===== config.mk =====
export PLATFORM = sky130hd
export DESIGN_NAME = wb_regfile_demux
export DESIGN_NICKNAME = d
export VERILOG_FILES = /design/src/rtl/cpu_pkg.sv /design/src/rtl/wb_hold_buf.sv /design/src/rtl/wb_regfile_demux.sv
export SDC_FILE = /design/constraint.sdc
export NUM_CORES = 1
export LEC_CHECK = 0
export CORE_MARGIN = 4
export CORE_UTILIZATION = 52
export DETAILED_ROUTE_END_ITERATION = 8
export PLACE_DENSITY = 0.85
export SYNTH_ARGS = -nofsm -noshare
export SYNTH_HDL_FRONTEND = slang
export SYNTH_SLANG_ARGS = --single-unit

===== constraint.sdc =====
create_clock -name clk -period 3.3 [get_ports clk]
set_input_delay 0.66 -clock clk [delete_from_list [all_inputs] [get_ports clk]]
set_output_delay 0.66 -clock clk [all_outputs]
set_load 0.02 [all_outputs]

===== src/rtl/cpu_pkg.sv =====
// Shared datapath constants for the writeback/register-bank slice.
// Also defines the write-source tag used by the writeback mux.
package cpu_pkg;

  localparam int CPU_DATA_W   = 16;
  localparam int CPU_NUM_REGS = 16;
  localparam int ZERO_IDX     = 0;

  // Register index width; never narrower than one bit.
  function automatic int cpu_addr_w(input int num_regs);
    return (num_regs > 2) ? $clog2(num_regs) : 1;
  endfunction

  typedef enum logic [1:0] {
    SRC_NONE,
    SRC_ALU,
    SRC_HOLD,
    SRC_MEM
  } wb_src_e;

endpackage


===== src/rtl/wb_hold_buf.sv =====
// One-entry skid buffer for a MEM writeback that lost arbitration to the ALU.
// Load takes priority; drain and invalidate both empty the entry.
module wb_hold_buf #(
  parameter int DATA_W = 16,
  parameter int ADDR_W = 4
) (
  input  logic              clk,
  input  logic              rst,
  input  logic              load,
  input  logic [ADDR_W-1:0] load_rd,
  input  logic [DATA_W-1:0] load_data,
  input  logic              drain,
  input  logic              invalidate,
  output logic              full,
  output logic [ADDR_W-1:0] rd,
  output logic [DATA_W-1:0] data
);

  logic              valid_q, valid_d;
  logic [ADDR_W-1:0] rd_q, rd_d;
  logic [DATA_W-1:0] data_q, data_d;

  always_comb begin
    valid_d = valid_q;
    rd_d    = rd_q;
    data_d  = data_q;
    if (load) begin
      valid_d = 1'b1;
      rd_d    = load_rd;
      data_d  = load_data;
    end else if (drain || invalidate) begin
      valid_d = 1'b0;
    end
  end

  always_ff @(posedge clk) begin
    if (rst) begin
      valid_q <= 1'b0;
      rd_q    <= '0;
      data_q  <= '0;
    end else begin
      valid_q <= valid_d;
      rd_q    <= rd_d;
      data_q  <= data_d;
    end
  end

  assign full = valid_q;
  assign rd   = rd_q;
  assign data = data_q;

endmodule


===== src/rtl/wb_regfile_demux.sv =====
// Writeback demux and register bank: merges ALU and MEM writebacks through a
// one-entry hold buffer and keeps a per-register busy scoreboard for issue.
module wb_regfile_demux
  import cpu_pkg::*;
#(
  parameter int DATA_W   = CPU_DATA_W,
  parameter int NUM_REGS = CPU_NUM_REGS,
  parameter int ADDR_W   = cpu_addr_w(NUM_REGS),
  parameter int ZERO_REG = 0
) (
  input  logic                         clk,
  input  logic                         rst,
  input  logic                         iss_valid,
  input  logic [ADDR_W-1:0]            iss_rd,
  input  logic                         a_valid,
  input  logic [ADDR_W-1:0]            a_rd,
  input  logic [DATA_W-1:0]            a_data,
  input  logic                         m_valid,
  output logic                         m_ready,
  input  logic [ADDR_W-1:0]            m_rd,
  input  logic [DATA_W-1:0]            m_data,
  output logic [NUM_REGS*DATA_W-1:0]   regs,
  output logic [NUM_REGS-1:0]          busy
);

  logic              hold_full;
  logic [ADDR_W-1:0] hold_rd;
  logic [DATA_W-1:0] hold_data;
  logic              hold_load, hold_drain, hold_inval;
  logic              m_xfer;
  wb_src_e           wr_src;
  logic              wr_en;
  logic [ADDR_W-1:0] wr_rd;
  logic [DATA_W-1:0] wr_data;

  assign m_ready = ~hold_full;
  assign m_xfer  = m_valid & m_ready;

  // ALU is the younger producer: a same-index MEM result is dropped outright,
  // and a held entry aimed at the ALU's destination is stale.
  always_comb begin
    wr_src     = SRC_NONE;
    hold_load  = 1'b0;
    hold_drain = 1'b0;
    hold_inval = 1'b0;
    if (a_valid) begin
      wr_src     = SRC_ALU;
      hold_load  = m_xfer && (m_rd != a_rd);
      hold_inval = hold_full && (hold_rd == a_rd);
    end else if (hold_full) begin
      wr_src     = SRC_HOLD;
      hold_drain = 1'b1;
    end else if (m_xfer) begin
      wr_src = SRC_MEM;
    end
  end

  always_comb begin
    wr_en   = 1'b1;
    wr_rd   = a_rd;
    wr_data = a_data;
    case (wr_src)
      SRC_HOLD: begin
        wr_rd   = hold_rd;
        wr_data = hold_data;
      end
      SRC_MEM: begin
        wr_rd   = m_rd;
        wr_data = m_data;
      end
      SRC_ALU:  ;
      default:  wr_en = 1'b0;
    endcase
  end

  wb_hold_buf #(
    .DATA_W (DATA_W),
    .ADDR_W (ADDR_W)
  ) u_hold (
    .clk        (clk),
    .rst        (rst),
    .load       (hold_load),
    .load_rd    (m_rd),
    .load_data  (m_data),
    .drain      (hold_drain),
    .invalidate (hold_inval),
    .full       (hold_full),
    .rd         (hold_rd),
    .data       (hold_data)
  );

  // Out-of-range indices never match any slot, so they are ignored for free.
  for (genvar gi = 0; gi < NUM_REGS; gi++) begin : g_reg
    localparam logic [ADDR_W-1:0] IDX     = ADDR_W'(gi);
    localparam bit                IS_ZERO = (ZERO_REG != 0) && (gi == ZERO_IDX);

    logic [DATA_W-1:0] reg_q, reg_d;
    logic              busy_q, busy_d;
    logic              wr_hit, iss_hit;

    assign wr_hit  = wr_en && (wr_rd == IDX);
    assign iss_hit = iss_valid && (iss_rd == IDX);

    always_comb begin
      reg_d  = reg_q;
      busy_d = busy_q;
      if (IS_ZERO) begin
        reg_d  = '0;
        busy_d = 1'b0;
      end else begin
        if (wr_hit) begin
          reg_d  = wr_data;
          busy_d = 1'b0;
        end
        if (iss_hit) begin
          busy_d = 1'b1;
        end
      end
    end

    always_ff @(posedge clk) begin
      if (rst) begin
        reg_q  <= '0;
        busy_q <= 1'b0;
      end else begin
        reg_q  <= reg_d;
        busy_q <= busy_d;
      end
    end

    assign regs[gi*DATA_W +: DATA_W] = reg_q;
    assign busy[gi]                  = busy_q;
  end

endmodule

-- Word-level counts from Yosys, hierarchy flattened
Index checks and enable logic that the tools add are counted.
- flip-flop bits (word level): 293
- output and inout bits: 273
- input port bits: 49
- logic and storage cells: 171
- mux-type cells: 44
- reduce and logical (&&, ||, !) cells: 55
- equal/unequal tests: 35
- bitwise operators: 2
- operators with widths (cell ; number):
    $eq 4x4->1 const B ; 16
    $mux 1 ; 39
    $logic_and 1x1->1 ; 34
    $reduce_bool 2->1 ; 17
    $eq 4x3->1 const B ; 8
    $pmux 16 s2 ; 1
    $eq 4x2->1 const B ; 4
    $eq 4x1->1 const B ; 2
    $logic_not 4->1 ; 2
    $pmux 4 s2 ; 1
    $mux 2 ; 3
    $eq 2x2->1 const B ; 2
    $eq 4x4->1 ; 1
    $ne 4x4->1 ; 1
    $reduce_or 3->1 ; 1
    $eq 2x1->1 const B ; 1
    $and 1x1->1 ; 1
    $logic_or 1x1->1 ; 1
    $not 1->1 ; 1

-- Longest topological paths before layout
Gate-level depths: netlist of the first run.
- depth after elaboration: 11
- mapped depth: 9
- gate-level depth less buffers: 5

-- Modules after synthesis
A second synthesis of the first run with hierarchy kept.
- cell total of the unflattened synthesis: 1106
- area total of the unflattened synthesis: 11639.9 µm²
- modules (own cells, without submodules) (module ; seq. area each (µm²) ; times used ; area each (µm²) ; cells each):
    wb_regfile_demux ; 5445.2 ; 1 ; 10862.9 ; 1037
    wb_hold_buf ; 420.4 ; 1 ; 777.0 ; 69

-- Worst setup path before layout of the first run
No wires, ideal clock.
- path type: input-to-reg
- start: input a_valid
- end: register g_reg[12].reg_q[10]
- arrival: 2.210 ns
- cell stages on the path: 9
- data required time: 3.168 ns
- slack: 0.958 ns
- buffers on the path: 4
- library setup time: 0.132 ns
- cells stage by stage: buf_6 > inv_2 > buf_4 > o22a_2 > nand2_4 > or4b_1 > buf_4 > buf_6 > mux2i_1
- word-level cells in the longest chain between the ends: 5
- elaborated cells between the ends (all ways): 10
- those cells by class: 4 x eq/ne; 4 x mux; 2 x reduce/logical
- RTL lines (element ; RTL line ; text):
    start, declared ; wb_regfile_demux.sv:15 ; input logic a_valid,
    $mux 2 (*) ; wb_regfile_demux.sv:46 ; if (a_valid) begin
    $eq 2x2->1 / $eq 2x1->1 (equally long branches) ; wb_regfile_demux.sv:62 ; case (wr_src)
    $pmux 4 s2 / $reduce_or 3->1 (equally long branches) ; - ;
    $eq 4x4->1 / $mux 1 (equally long branches) ; wb_regfile_demux.sv:101, wb_regfile_demux.sv:62 ;
    $logic_and 1x1->1 ; wb_regfile_demux.sv:101 ; assign wr_hit = wr_en && (wr_rd == IDX);
    end signal, assigned ; wb_regfile_demux.sv:126 ; reg_q <= reg_d;
    end, declared ; wb_regfile_demux.sv:97 ; logic [DATA_W-1:0] reg_q, reg_d;
Mark *: on every way between the ends. The rest lies on a longest branch, timed or not.
A chain may end at the register's enable or synchronous reset.

-- Worst setup path in the final report of the first run
- start: input a_valid
- end: register g_reg[6].reg_q[0]
- word-level cells in the longest chain between the ends: 5
- elaborated cells between the ends (all ways): 10
- those cells by class: 4 x eq/ne; 4 x mux; 2 x reduce/logical
- RTL lines (element ; RTL line):
    $mux 2 (*) ; wb_regfile_demux.sv:46
    $eq 2x2->1 / $eq 2x1->1 (equally long branches) ; wb_regfile_demux.sv:62
    $pmux 4 s2 / $reduce_or 3->1 (equally long branches) ; -
    $eq 4x3->1 / $mux 1 (equally long branches) ; wb_regfile_demux.sv:101, wb_regfile_demux.sv:62
    $logic_and 1x1->1 ; wb_regfile_demux.sv:101
    end signal, assigned ; wb_regfile_demux.sv:126
    end, declared ; wb_regfile_demux.sv:97
Marked as above.

==> key figures, run 1 <==
Run status
  – Status: finished clean

Worst setup path
  – RR Endpoint: g_reg[6].reg_q[0]
  – Arr. time, crit path: 3.09 ns
  – Delay of the slowest critical-path stage: 0.56 ns
  – R2r worst-path depth: 7
  – Worst Setup SP: a_valid
  – Critical R2R Launch: u_hold.full
  – Worst EP required: 3.67 ns
  – Worst setup path class: in2reg
  – CP Capture Type: register
  – FF-to-FF setup slack: 0.72 ns
  – Startpoint Class: input port
  – Critical Path End: g_reg[6].reg_q[0]
  – Slowest-stage cell, CP: or3_1
  – Cell Chain, Critical Path: clkdlybuf4s50_1, buf_4, nand2b_4, o32ai_2, or2_1, or3_1, buf_12, mux2i_1
  – Maximum fanout along the worst path: 20

Timing
  – Slew Viols, Final: 0
  – Worst Tran Pin Value: 1.12 ns
  – Final setup TNS: 0 ns
  – Setup Skew: 0.0112 ns
  – RSZ-0062 raised after global routing: false
  – Rel. slew slack: 25.5%
  – Minimum clock period: 2.73 ns
  – Period utilisation layout: 82.6%
  – Final hold violations: 0
  – Max Clock Freq: 367 MHz
  – Setup violations, final: 0

Cells and area
  – Area grow syn2layout: 39.8%
  – Commonest non-fill, non-tap cell in the layout: clkdlybuf4s50_1
  – Fin area: 16,200 sq um
  – Final #Nets: 1,482
  – Share of cells above drive strength 1: 9.70%
  – Finished Layout Cells: 1,734
  – Most frequent cells in the layout: clkdlybuf4s50_1, dfxtp_1, mux2i_1, nand2_1, nor2_1

Route
  – WL/cell: 20.9 um
  – DR DRC count: 0
  – Vias: 9,495
  – Via density: 5.48
  – Drt pass-1 iters: 5
  – Final Routed Wirelength: 36,200 um
  – Routed Antenna Nets: 0
  – 1st-iter DRT viols: 398

Clocking
  – Clock tree sinks: 293
  – Bufs on Longest Clock Path: 3
  – Worst skew pair latency: 0.54 ns
  – Clock Tree Root: clkbuf_16
  – Setup bufs post-CTS: 0
  – CTS Buf Count: 28
  – CTS Hold Buffers Added: 0
  – CTS tree: built
  – Clk pin slew, worst setup/hold paths: 0.06 ns
  – H-tree levels: 1
  – Post-CTS Resized: 0

Yosys
  – Synthesized area per cell: 10.2 sq um
  – Number of synthesized register bits: 293
  – Synth warn: 0
  – Post-synth cell types: 56
  – Synth top area cells: dfxtp_1, mux2i_1, nand2_1, clkbuf_1, nor2_1
  – Top cell type's share of synthesized area: 50.8%
  – Part of the Yosys area used for sequential elements: 50.8%
  – Gate Count Post-Synth: 1,138
  – Net Count, Synth: 1,187
  – Mapped Area: 11,600 sq um
  – Leading area contributor after synthesis: dfxtp_1
  – Post-synth EDFFs: 0
  – Top FF cell, synth: dfxtp_1
  – Post-synthesis async set-or-reset flop share: 0%

Placement
  – Area after DPL: 15,200 sq um
  – Routability cong.: 0.874
  – Placed insts: 1,683
  – Number of I/O port buffers: 321
  – Post-DP HPWL: 25,000 um

GRT
  – Grt ovf: 0
  – Initial antenna violation count: 1
  – Gr usage total: 27.9%
  – Vias in the first global route: 9,779
  – Largest net degree at the start of global routing: 83
  – First-pass GRT wire length: 54,500 um

Floorplan
  – Die Wd: 157 um
  – # rows: 54
  – I/O pin count: 322
  – Initial Util: 52.9%
  – Die Area: 24,700 sq um
  – Die height: 157 um
  – Core Area: 21,800 sq um

Worst hold path
  – Min-delay worst type: reg2reg

Flow run
  – Max-cap viol count: 0

Power and ir drop
  – LEAKAGE: 6.72 nW
  – Tot Pwr: 0.00837 W
  – PwrDens: 518 nW/um^2
  – Max IR drop VDD: 389 uV
-- registers in the layout (all words and copies together), names as in the netlist --
register and count:
u_hold.rd 4, g.reg_q 256, g.busy_q 16, u_hold.full 1, u_hold.data 16
-- kinds of logic after synthesis --
family | count (synthesis) | share of synthesized area, %
AND/OR/NAND/NOR | 364 | 13.6
flip-flops | 293 | 50.8
multiplexers | 276 | 23.9
buffers and inverters | 117 | 5.58
AO/OA/AOI/OAI | 80 | 5.54
XOR/XNOR | 8 | 0.606
-- final cells by class --
cell class / instances / area [sq um]
multi-input combinational: 728 / 5170
antenna: 1 / 2.50
inverter: 7 / 33.8
fill: 1545 / 5660
clock buffer: 38 / 788
timing repair buffer: 375 / 3740
clock inverter: 12 / 201
sequential: 293 / 5870
tap: 280 / 350
-- per-layer routing --
metal | track usage [%] | wire length, um | up-vias
met5 | 0 | 0 | -
met4 | 13.3 | 1940 | 0
met3 | 5.55 | 2180 | 97
met2 | 49.1 | 17900 | 337
met1 | 32.6 | 14200 | 4613
li1 | - | - | 4448
-- where the power goes --
group,leakage [nW],switching (W),internal [W],total (W)
Combinational,3.86,0.000688,0.000512,0.00120
Clock,0.480,0.00136,0.00206,0.00342
Sequential,2.37,0.0000793,0.00367,0.00375
-- synthesized netlist by cell type (all sizes together), types with 3 or more instances --
cell type  count
dfxtp        293
mux2i        276
nand2        264
nor2          58
clkbuf        57
buf           53
a21oi         17
o21a          16
o221ai        16
a32o           9
inv            6
nand4          6
nor3           5
o32ai          5
or3            5
nand2b         4
nor3b          4
xnor2          4
xor2           4
nand3          3
nor4b          3
or2            3
-- critical path: cells and delay by family --
kind                   cells  cell delay (ns)
AO/OA/AOI/OAI              1             0.09
buffers and inverters      3             1.05
multiplexers               1             0.12
AND/OR/NAND/NOR            3             1.16
-- worst min path at each step --
stage               slack (ns)  cells past startpoint               start                 end
finish                    0.46                      2  g_reg[7].reg_q[14]  g_reg[7].reg_q[14]
global route              0.47                      2   g_reg[1].reg_q[9]   g_reg[1].reg_q[9]
CTS                       0.46                      2  g_reg[7].reg_q[14]  g_reg[7].reg_q[14]
detailed placement        0.45                      2  g_reg[14].reg_q[9]  g_reg[14].reg_q[9]
global placement          0.44                      2  g_reg[14].reg_q[6]  g_reg[14].reg_q[6]
floorplan                 0.44                      2    g_reg[11].busy_q    g_reg[11].busy_q
-- through the flow --
step	hold WS, ns	util, %	setup slack (ns)
6_report	0.456	74.0	0.573
5_1_grt	0.475	74.0	0.504
4_1_cts	0.456	74.0	0.616
3_5_place_dp	0.446	69.5	0.0777
3_3_place_gp	0.441	69.5	0.123
2_1_floorplan	0.436	-	0.958
(Power assumes the default switching activity.)
==> run 2: changes to the inputs <==
--- a/config.mk
+++ b/config.mk
@@ -6,9 +6,9 @@
 export NUM_CORES = 1
 export LEC_CHECK = 0
 export CORE_MARGIN = 4
-export CORE_UTILIZATION = 52
+export CORE_UTILIZATION = 48
 export DETAILED_ROUTE_END_ITERATION = 8
-export PLACE_DENSITY = 0.85
+export PLACE_DENSITY = 0.79
 export SYNTH_ARGS = -nofsm -noshare
 export SYNTH_HDL_FRONTEND = slang
 export SYNTH_SLANG_ARGS = --single-unit
==> constraint.sdc (replaced) <==
create_clock -name clk -period 2.8 [get_ports clk]
set_input_delay 0.56 -clock clk [delete_from_list [all_inputs] [get_ports clk]]
set_output_delay 0.56 -clock clk [all_outputs]
set_load 0.02 [all_outputs]
==> run 2 against run 1 <==
Sequential share of layout area fell by 0.55 points. Critical path type unchanged. Global-route usage shrank 1.2 points. Final area up 1.5%. Hold slack hardly changed. Register-to-register slack got worse by 0.28 ns. Worst setup slack got worse by 0.20 ns. Wire length is 1.3% higher. Clock skew about the same.
==> key figures, run 2 (synthesis gave the netlist of run 1 again) <==
Placement
  – Routability cong.: 0.852
  – Placed insts: 1,743
  – Setup WS pre-CTS: -0.180 ns
  – Number of I/O port buffers: 321
  – Post-DP HPWL: 25,700 um

Floorplan
  – Die height: 163 um
  – I/O pin count: 322
  – # rows: 56
  – Die Wd: 163 um
  – Initial Util: 49.1%
  – Core Area: 23,500 sq um
  – Die Area: 26,600 sq um

Worst setup path
  – CP Capture Type: register
  – Slowest-stage cell, CP: clkdlybuf4s50_1
  – Worst setup path class: in2reg
  – Delay of the slowest critical-path stage: 0.60 ns
  – Startpoint Class: input port
  – Crit path buffers/inverters: 3
  – Cell Chain, Critical Path: clkdlybuf4s50_1, nand2b_1, o22ai_1, or2_1, buf_4, nor4b_2, buf_12, mux2i_1
  – Worst EP required: 3.29 ns
  – Arr. time, crit path: 2.92 ns
  – CP delay by family, top: buffers and inverters
  – Maximum fanout along the worst path: 16

GRT
  – Gr usage total: 26.7%
  – Vias in the first global route: 9,863
  – Grt ovf: 0
  – Initial antenna violation count: 0
  – Largest net degree at the start of global routing: 87
  – First-pass GRT wire length: 56,000 um

Cells and area
  – Area grow syn2layout: 42.0%
  – Commonest non-fill, non-tap cell in the layout: clkdlybuf4s50_1
  – Reg with most FFs: g.reg_q
  – Max reg flops: 256
  – Most frequent cells in the layout: clkdlybuf4s50_1, dfxtp_1, mux2i_1, nand2_1, buf_4
  – Final #Nets: 1,504
  – Final core occ: 69.7%
  – Finished Layout Cells: 1,794
  – Share of cells above drive strength 1: 11.1%
  – Antenna diodes: 0
  – Fillers: 1,771

Timing
  – Period utilisation layout: 86.8%
  – Setup Skew: 0.0111 ns
  – Final hold violations: 0
  – Slew Viols, Final: 0
  – Minimum clock period: 2.43 ns
  – Worst Tran Pin Value: 0.869 ns
  – Final worst slack: 0.370 ns
  – Rel. slew slack: 42.1%
  – Final setup TNS: 0 ns
  – Setup violations, final: 0
  – RSZ-0062 raised after global routing: false
  – Max Clock Freq: 412 MHz

Clocking
  – Worst skew pair latency: 0.56 ns
  – CTS Hold Buffers Added: 0
  – Clk pin slew, worst setup/hold paths: 0.06 ns
  – Clock Tree Root: clkbuf_16
  – Clock tree sinks: 293
  – Post-CTS Resized: 0
  – Bufs on Longest Clock Path: 3
  – CTS Buf Count: 29
  – H-tree levels: 1
  – Setup bufs post-CTS: 0
  – CTS tree: built

Route
  – WL/cell: 20.4 um
  – Final Routed Wirelength: 36,700 um
  – DR DRC count: 0
  – Via density: 5.34
  – Vias: 9,586
  – Routed Antenna Nets: 0
  – 1st-iter DRT viols: 535
  – Drt pass-1 iters: 5

Power and ir drop
  – Net Sw Power: 0.00256 W
  – Internal power: 0.00729 W
  – Clock Power Share: 40.2%
  – Max IR drop VDD: 448 uV
  – Power share of the combinational group: 14.9%
  – Tot Pwr: 0.00984 W
  – Sequential group share of total power: 44.9%
  – PwrDens: 600 nW/um^2
  – Switching Share: 26.0%
  – LEAKAGE: 6.84 nW

Run status
  – Status: finished clean

Worst hold path
  – Min-delay worst type: reg2reg

Flow run
  – Max-cap viol count: 0
## run 2: path summary, 6_finish.rpt
| path | from | to | slack, ns | cells after the start |
|---|---|---|---|---|
| max reg2reg | u_hold.full | g_reg[8].reg_q[5] | 0.44 | 6 |
| min | g_reg[7].reg_q[11] | g_reg[7].reg_q[11] | 0.46 | 2 |
| min reg2reg | g_reg[7].reg_q[11] | g_reg[7].reg_q[11] | 0.46 | 2 |
| max | a_valid | g_reg[14].reg_q[8] | 0.37 | 8 |
## run 2: cell type report
class	count	area [sq um]	area share (%)
sequential	293	5870	35.7
multi-input combinational	728	5170	31.5
timing repair buffer	396	3960	24.2
clock buffer	39	813	4.96
tap	319	399	2.43
clock inverter	12	160	0.976
inverter	7	33.8	0.206
## run 2: power by group through the flow
stage | combinational, W | sequential [W] | clock [W]
2_1_floorplan | 0.000599 | 0.00466 | 0
5_1_grt | 0.00154 | 0.00444 | 0.00419
6_report | 0.00146 | 0.00442 | 0.00396
3_3_place_gp | 0.00144 | 0.00451 | 0
3_5_place_dp | 0.00146 | 0.00451 | 0
4_1_cts | 0.00147 | 0.00442 | 0.00402
## run 2: tightest hold or removal path, cell delays in order (launching register included)
cell     delay, ns
dfxtp_1       0.31
nand2_1       0.05
mux2i_1       0.05
## run 2: per-layer routing
layer	global-route usage (%)	vias up	routed length (um)
met5	0	-	0
met4	11.0	0	1640
met3	5.60	98	2250
met2	47.6	316	18400
met1	31.2	4691	14400
li1	-	4481	-
## run 2: per-stage QoR
| stage | instance area, sq um | hold slack, ns |
|---|---|---|
| 6_report | 16400 | 0.457 |
| 5_1_grt | 16400 | 0.477 |
| 4_1_cts | 16400 | 0.459 |
| 3_5_place_dp | 15400 | 0.446 |
| 3_3_place_gp | 15400 | 0.441 |
| 2_1_floorplan | 11600 | 0.436 |
==> run 3: changes to the inputs <==
--- a/config.mk
+++ b/config.mk
@@ -7,6 +7,7 @@
 export LEC_CHECK = 0
 export CORE_MARGIN = 4
 export CORE_UTILIZATION = 48
+export CTS_BUF_LIST = sky130_fd_sc_hd__clkbuf_16
 export DETAILED_ROUTE_END_ITERATION = 8
 export PLACE_DENSITY = 0.79
 export SYNTH_ARGS = -nofsm -noshare
==> run 3 against run 2 <==
Clock power shrank 4%. Clock skew grew 0.0011 ns. Count of clock-buffer cells in the layout shrank 10. Sequential cell count is the same. Via count is essentially flat. Final area shrank 0.31%. Sequential power is essentially flat. Fmax shrank 0.47%. First-iteration DRC count shrank 6.2%.
==> key figures, run 3 (synthesis gave the netlist of run 1 again) <==
Clocking
  – Bufs on Longest Clock Path: 3
  – Clock Tree Root: clkbuf_16
  – Clock tree sinks: 293
  – Clk pin slew, worst setup/hold paths: 0.06 ns
  – Post-CTS Resized: 0
  – Worst skew pair latency: 0.56 ns
  – CTS Buf Count: 29
  – Setup bufs post-CTS: 0
  – CTS Hold Buffers Added: 0
  – CTS tree: built
  – H-tree levels: 1

Worst setup path
  – Maximum fanout along the worst path: 16
  – Arr. time, crit path: 2.92 ns
  – Worst EP required: 3.28 ns
  – CP Capture Type: register
  – Worst setup path class: in2reg
  – Startpoint Class: input port

Placement
  – Area after DPL: 15,400 sq um
  – Setup WS pre-CTS: -0.180 ns
  – Routability cong.: 0.852
  – Number of I/O port buffers: 321
  – Post-DP HPWL: 25,700 um

GRT
  – Gr usage total: 26.7%
  – Grt ovf: 0
  – Vias in the first global route: 9,885
  – Initial antenna violation count: 0
  – First-pass GRT wire length: 56,000 um
  – Largest net degree at the start of global routing: 87

Timing
  – Final hold violations: 0
  – Final setup TNS: 0 ns
  – Setup Skew: 0.0122 ns
  – Minimum clock period: 2.44 ns
  – Max Clock Freq: 410 MHz
  – Final hold slack: 0.457 ns
  – Worst Tran Pin Value: 0.847 ns
  – Slew Viols, Final: 0
  – Setup violations, final: 0
  – Rel. slew slack: 43.5%
  – RSZ-0062 raised after global routing: false
  – Final worst slack: 0.358 ns
  – Period utilisation layout: 87.2%

Cells and area
  – Antenna diodes: 0
  – Max reg flops: 256
  – Final core occ: 69.5%
  – Reg with most FFs: g.reg_q
  – Share of cells above drive strength 1: 10.7%
  – Area grow syn2layout: 41.6%
  – Most frequent cells in the layout: clkdlybuf4s50_1, dfxtp_1, mux2i_1, nand2_1, buf_4
  – Commonest non-fill, non-tap cell in the layout: clkdlybuf4s50_1
  – Fin area: 16,400 sq um
  – Final #Nets: 1,504

Route
  – Final Routed Wirelength: 36,700 um
  – Via density: 5.35
  – Drt pass-1 iters: 6
  – Routed Antenna Nets: 0
  – DR DRC count: 0
  – WL/cell: 20.5 um
  – Vias: 9,590
  – 1st-iter DRT viols: 502

Run status
  – Status: finished clean

Power and ir drop
  – LEAKAGE: 6.83 nW
  – Max IR drop VDD: 446 uV
  – PwrDens: 592 nW/um^2

Floorplan
  – # rows: 56
  – Core Area: 23,500 sq um
  – Die Area: 26,600 sq um
  – I/O pin count: 322
  – Initial Util: 49.1%
  – Die height: 163 um
  – Die Wd: 163 um

Flow run
  – Max-cap viol count: 0

Worst hold path
  – Min-delay worst type: reg2reg
-- run 3: power breakdown --
part / internal [W] / total, W / switching [W]
sequential: 0.00433 / 0.00442 / 0.0000952
clock: 0.00216 / 0.00380 / 0.00164
combinational: 0.000639 / 0.00146 / 0.000824
-- run 3: worst max-delay path, cell delays in order --
cell,delay [ns]
clkdlybuf4s50_1,0.60
nand2b_1,0.26
o22ai_1,0.17
or2_1,0.25
buf_4,0.16
nor4b_2,0.48
buf_12,0.24
mux2i_1,0.18
-- run 3: metrics by stage --
step / total power (W) / cells
floorplan: 0.00526 / 1138
global placement: 0.00595 / 1743
detailed placement: 0.00597 / 1743
CTS: 0.00974 / 1794
global route: 0.0100 / 1794
finish: 0.00969 / 1794
-- run 3: final cells by class --
type / instances / area [sq um]
Fill cell: 1772 / 7180
Sequential cell: 293 / 5870
Multi-Input combinational cell: 728 / 5170
Timing Repair Buffer: 396 / 3960
Clock buffer: 29 / 726
Tap cell: 319 / 399
Clock inverter: 22 / 198
Inverter: 7 / 33.8
-- run 3: final timing paths --
kind	start	end	slack, ns	cells past startpoint
worst min register to register	g_reg[7].reg_q[11]	g_reg[7].reg_q[11]	0.46	2
worst min-delay path	g_reg[7].reg_q[11]	g_reg[7].reg_q[11]	0.46	2
worst max-delay path	a_valid	g_reg[14].reg_q[5]	0.36	8
worst max register to register	u_hold.full	g_reg[8].reg_q[5]	0.44	6
-- run 3: layer usage --
layer  vias up  routed length (um)  track usage [%]
met2       342               18500             47.7
li1       4483                   -                -
met5         -                   0                0
met1      4670               14300             31.1
met4         0                1580             11.0
met3        95                2360             5.60
